===== src/rtl/fetch_queue.sv =====
// First-word-fall-through fetch queue between instruction fetch and decode.
// Handshake flags come from registered occupancy only; mispredict empties the queue in one cycle.
module fetch_queue #(
  parameter type T     = logic,
  parameter int  DEPTH = 4
) (
  input  logic                       clk,
  input  logic                       reset,
  input  logic                       mispredict,
  input  logic                       valid_in,
  output logic                       ready_in,
  input  T                           data_in,
  output logic                       valid_out,
  input  logic                       ready_out,
  output T                           data_out,
  output logic [$clog2(DEPTH+1)-1:0] count
);

  localparam int PTR_W = $clog2(DEPTH);
  localparam int CNT_W = $clog2(DEPTH+1);
  localparam logic [PTR_W-1:0] PTR_LAST = PTR_W'(DEPTH-1);
  localparam logic [CNT_W-1:0] CNT_FULL = CNT_W'(DEPTH);

  T                 mem_q [DEPTH];
  T                 mem_d [DEPTH];
  logic [PTR_W-1:0] wr_ptr_q, wr_ptr_d;
  logic [PTR_W-1:0] rd_ptr_q, rd_ptr_d;
  logic [CNT_W-1:0] count_q, count_d;
  logic             flush, push, pop;

  // Explicit wrap so non-power-of-two depths cycle through 0..DEPTH-1 only.
  function automatic logic [PTR_W-1:0] ptr_inc(input logic [PTR_W-1:0] p);
    return (p == PTR_LAST) ? '0 : p + 1'b1;
  endfunction

  assign ready_in  = (count_q != CNT_FULL);
  assign valid_out = (count_q != '0);
  assign count     = count_q;
  assign flush     = reset || mispredict;
  assign push      = valid_in && ready_in && !flush;
  assign pop       = valid_out && ready_out && !flush;

  always_comb begin
    data_out = '0;
    if (valid_out) data_out = mem_q[rd_ptr_q];
  end

  always_comb begin
    mem_d    = mem_q;
    wr_ptr_d = wr_ptr_q;
    rd_ptr_d = rd_ptr_q;
    count_d  = count_q;
    if (flush) begin
      wr_ptr_d = '0;
      rd_ptr_d = '0;
      count_d  = '0;
    end else begin
      if (push) begin
        mem_d[wr_ptr_q] = data_in;
        wr_ptr_d        = ptr_inc(wr_ptr_q);
      end
      if (pop) rd_ptr_d = ptr_inc(rd_ptr_q);
      case ({push, pop})
        2'b10:   count_d = count_q + 1'b1;
        2'b01:   count_d = count_q - 1'b1;
        default: count_d = count_q;
      endcase
    end
  end

  always_ff @(posedge clk) begin
    if (reset) begin
      wr_ptr_q <= '0;
      rd_ptr_q <= '0;
      count_q  <= '0;
    end else begin
      wr_ptr_q <= wr_ptr_d;
      rd_ptr_q <= rd_ptr_d;
      count_q  <= count_d;
    end
  end

  // Storage is never cleared; the empty-state zeroing of data_out hides stale entries.
  always_ff @(posedge clk) begin
    mem_q <= mem_d;
  end

endmodule


===== config.mk =====
export PLATFORM = sky130hd
export DESIGN_NAME = fetch_queue
export DESIGN_NICKNAME = d
export VERILOG_FILES = /design/src/rtl/fetch_queue.sv
export SDC_FILE = /design/constraint.sdc
export NUM_CORES = 1
export LEC_CHECK = 0
export ABC_AREA = 1
export CAP_MARGIN = 5
export CORE_MARGIN = 5
export CORE_UTILIZATION = 30
export DETAILED_ROUTE_END_ITERATION = 6
export MAX_ROUTING_LAYER = met4
export PLACE_DENSITY = 0.54
export SYNTH_ARGS = -nofsm -noshare
export SYNTH_HDL_FRONTEND = slang
export SYNTH_SLANG_ARGS = --single-unit

===== constraint.sdc =====
create_clock -name clk -period 1.75 [get_ports clk]
set_input_delay 0.4375 -clock clk [delete_from_list [all_inputs] [get_ports clk]]
set_output_delay 0.4375 -clock clk [all_outputs]
set_load 0.02 [all_outputs]

==> reports/qor.yml <==
outcome: "completed"
antenna_found_initial: 0
max-clock-path-buffers: 2
crit_type: "input port to flop"
syn_inst: 80
worstPathRequired_ns: 1.91
synth_warnings: 0
syn-mean-instance-area_um2: 8.430
start_util_pct: 31.08
cts-buffers-inserted: 3
synth.distinct_cells: 19
fin_ws_ns: 0.06933
cts_sinks: 11
gp_congestion: 0.7008
nets: 121
clkTransAtPathRegs_ns: 0.07
vias: 567
synth_fp_nets: 93
grt_overflow_total: 0
finalHoldViolCount: 0
worst_pin_slew_ns: 0.2109
grt_pass1_vias: 544
max-cap-violations: 0
p_per_area_nw_per_um2: 529.8
period_needed_ns: 1.681
drt_first_pass_iters: 4
cts-root-buf: "clkbuf_4"
grt_util_all_layers_pct: 8.468
syn_to_final_growth_pct: 42.30
max_freq_mhz: 595.0
ys_ff_latch: 11
grt_pass1_wl_um: 2132
avgRoutedWirePerCell_um: 8.852
post-place-ws_ns: -0.4974
rrSetupSlack_ns: 0.14
cts_tree: "built"
setup_tns_ns: 0
drive_gt1_share_pct: 39.25
leakagePower_nw: 0.4682
n_antenna_cell: 0
rows: 17
crit_arrival_ns: 1.84
die_h_um: 57.41
io_pins: 12
fin_crit_sh_pct: 96.04
drc: 0
cts-htree-levels: 1
setup_viol_count_final: 0
die_w_um: 57.41
hp-class: "flop to flop"
port-buffer-count: 11
post-route-util_pct: 44.23
routed_wl_um: 1195
vias_per_cell: 4.200
fin_worst_hold_slack_ns: 0.5018
antenna_left: 0
dieArea_um2: 3296
max-vdd-ir-drop_mv: 0.3795
insertion_delay_ns: 0.26
synth_area_um2: 674.4
worstSetupEndpointType: "flop"
grt_start_max_net_pins: 10
synth-seq-area-share_pct: 38.59
fin_skew_ns: 0.005919
coreArea_um2: 2170
first_iter_violations: 12
dp_hpwl_um: 976.9
cp_max_fo: 2
totalPowerFinal_mw: 0.5084
slew_viol_final: 0
slew-limit-headroom_pct: 85.90
rsz0062_at_grt: "false"
cp-start-kind: "input port"
[path summary, 6_finish.rpt]
kind,cells after the start,to,from
max,13,count[2]$_SDFFE_PP0P_,reset
min,2,wr_ptr_q[1]$_SDFFE_PP0P_,wr_ptr_q[1]$_SDFFE_PP0P_
max reg2reg,10,count[2]$_SDFFE_PP0P_,count[1]$_SDFFE_PP0P_
min reg2reg,2,wr_ptr_q[1]$_SDFFE_PP0P_,wr_ptr_q[1]$_SDFFE_PP0P_
[synthesized netlist by cell type]
cell      instances  area, µm²
nand2_4           1      11.26
nand2_2           2      12.51
inv_2             7      26.28
nor2_2            1      6.260
a21boi_1          1      7.510
nand3_1           4      20.02
o21ai_1           3      15.01
nand2_1          13      48.80
nor2_1           11      41.29
fa_1              1      20.02
inv_1            10      37.54
nand4_1           2      12.51
nand3_4           3      52.55
a21oi_1           2      10.01
inv_4             1      6.260
edfxtp_1          4      120.1
ha_1              6      75.07
nor2_4            1      11.26
dfxtp_1           7      140.1
[timing repair]
item	in CTS	in global routing
gates resized for setup	17	3
setup buffers	0	0
endpoints found under the setup margin	6	2
hold buffers	0	0
pin swaps	5	3
[critical path, stage by stage]
cell and delay (ns):
dlygate4sd2_1 0.24, inv_2 0.06, nand2_4 0.06, nor2_4 0.09, nand2_4 0.06, inv_4 0.06
ha_4 0.12, inv_2 0.04, fa_2 0.35, nand2_2 0.07, nand3_2 0.08, nor2_1 0.11
nor2_1 0.05
[metal layers]
metal  global-route usage, %  routed length, µm  vias to the layer above  part of all wire (%)
met5                       -                  0                        -                     0
met4                   3.974                 19                        0                   1.6
met1                   9.350                532                      259                    45
li1                        -                  -                      301                     -
met2                   13.87                595                        5                    50
met3                   2.489                 48                        2                   4.0
[layout make-up]
type	instances	area, µm²
fillers	239	1210
repair buffers	23	190.2
flip-flops and latches	11	264.0
multi-input cells	51	371.6
well taps	28	35.03
inverters	18	72.57
clock buffers	4	26.28
[stage by stage]
stage               cells  cell area, µm²
floorplan              80           678.2
global placement      131           913.4
detailed placement    131           913.4
CTS                   135           959.7
global route          135           959.7
finish                135           959.7
[power by group]
part	switching (mW)	internal, mW	total (mW)
combinational	0.0364	0.0315	0.0679
sequential	0.00363	0.269	0.273
clock	0.0800	0.0879	0.168
[placed cells by master, fill, tap and decap left out, drive strengths merged]
cell type      netlist  layout
a21boi               1       1
o21ai                3       3
dlygate4sd2          0       6
edfxtp               4       4
nand2               16      16
a21oi                2       2
ha                   6       6
fa                   1       1
inv                 18      18
nand3                7       7
buf                  0      12
dlymetal6s2s         0       1
nor2                13      13
clkdlybuf4s50        0       3
clkbuf               0       5
nand4                2       2
dfxtp                7       7
[registers in the layout, summed over array words and instances (netlist names)]
register / cells
count: 3
wr_ptr_q: 2
mem_q: 4
rd_ptr_q: 2
[cells by family after synthesis]
kind of cell | Yosys count | synth area share (%)
flops | 11 | 38.59
simple gates | 38 | 32.10
fa+ha+maj | 7 | 14.10
buf+inv | 18 | 10.39
compound gates | 6 | 4.824
No activity file was read; power rests on OpenSTA's default activity.
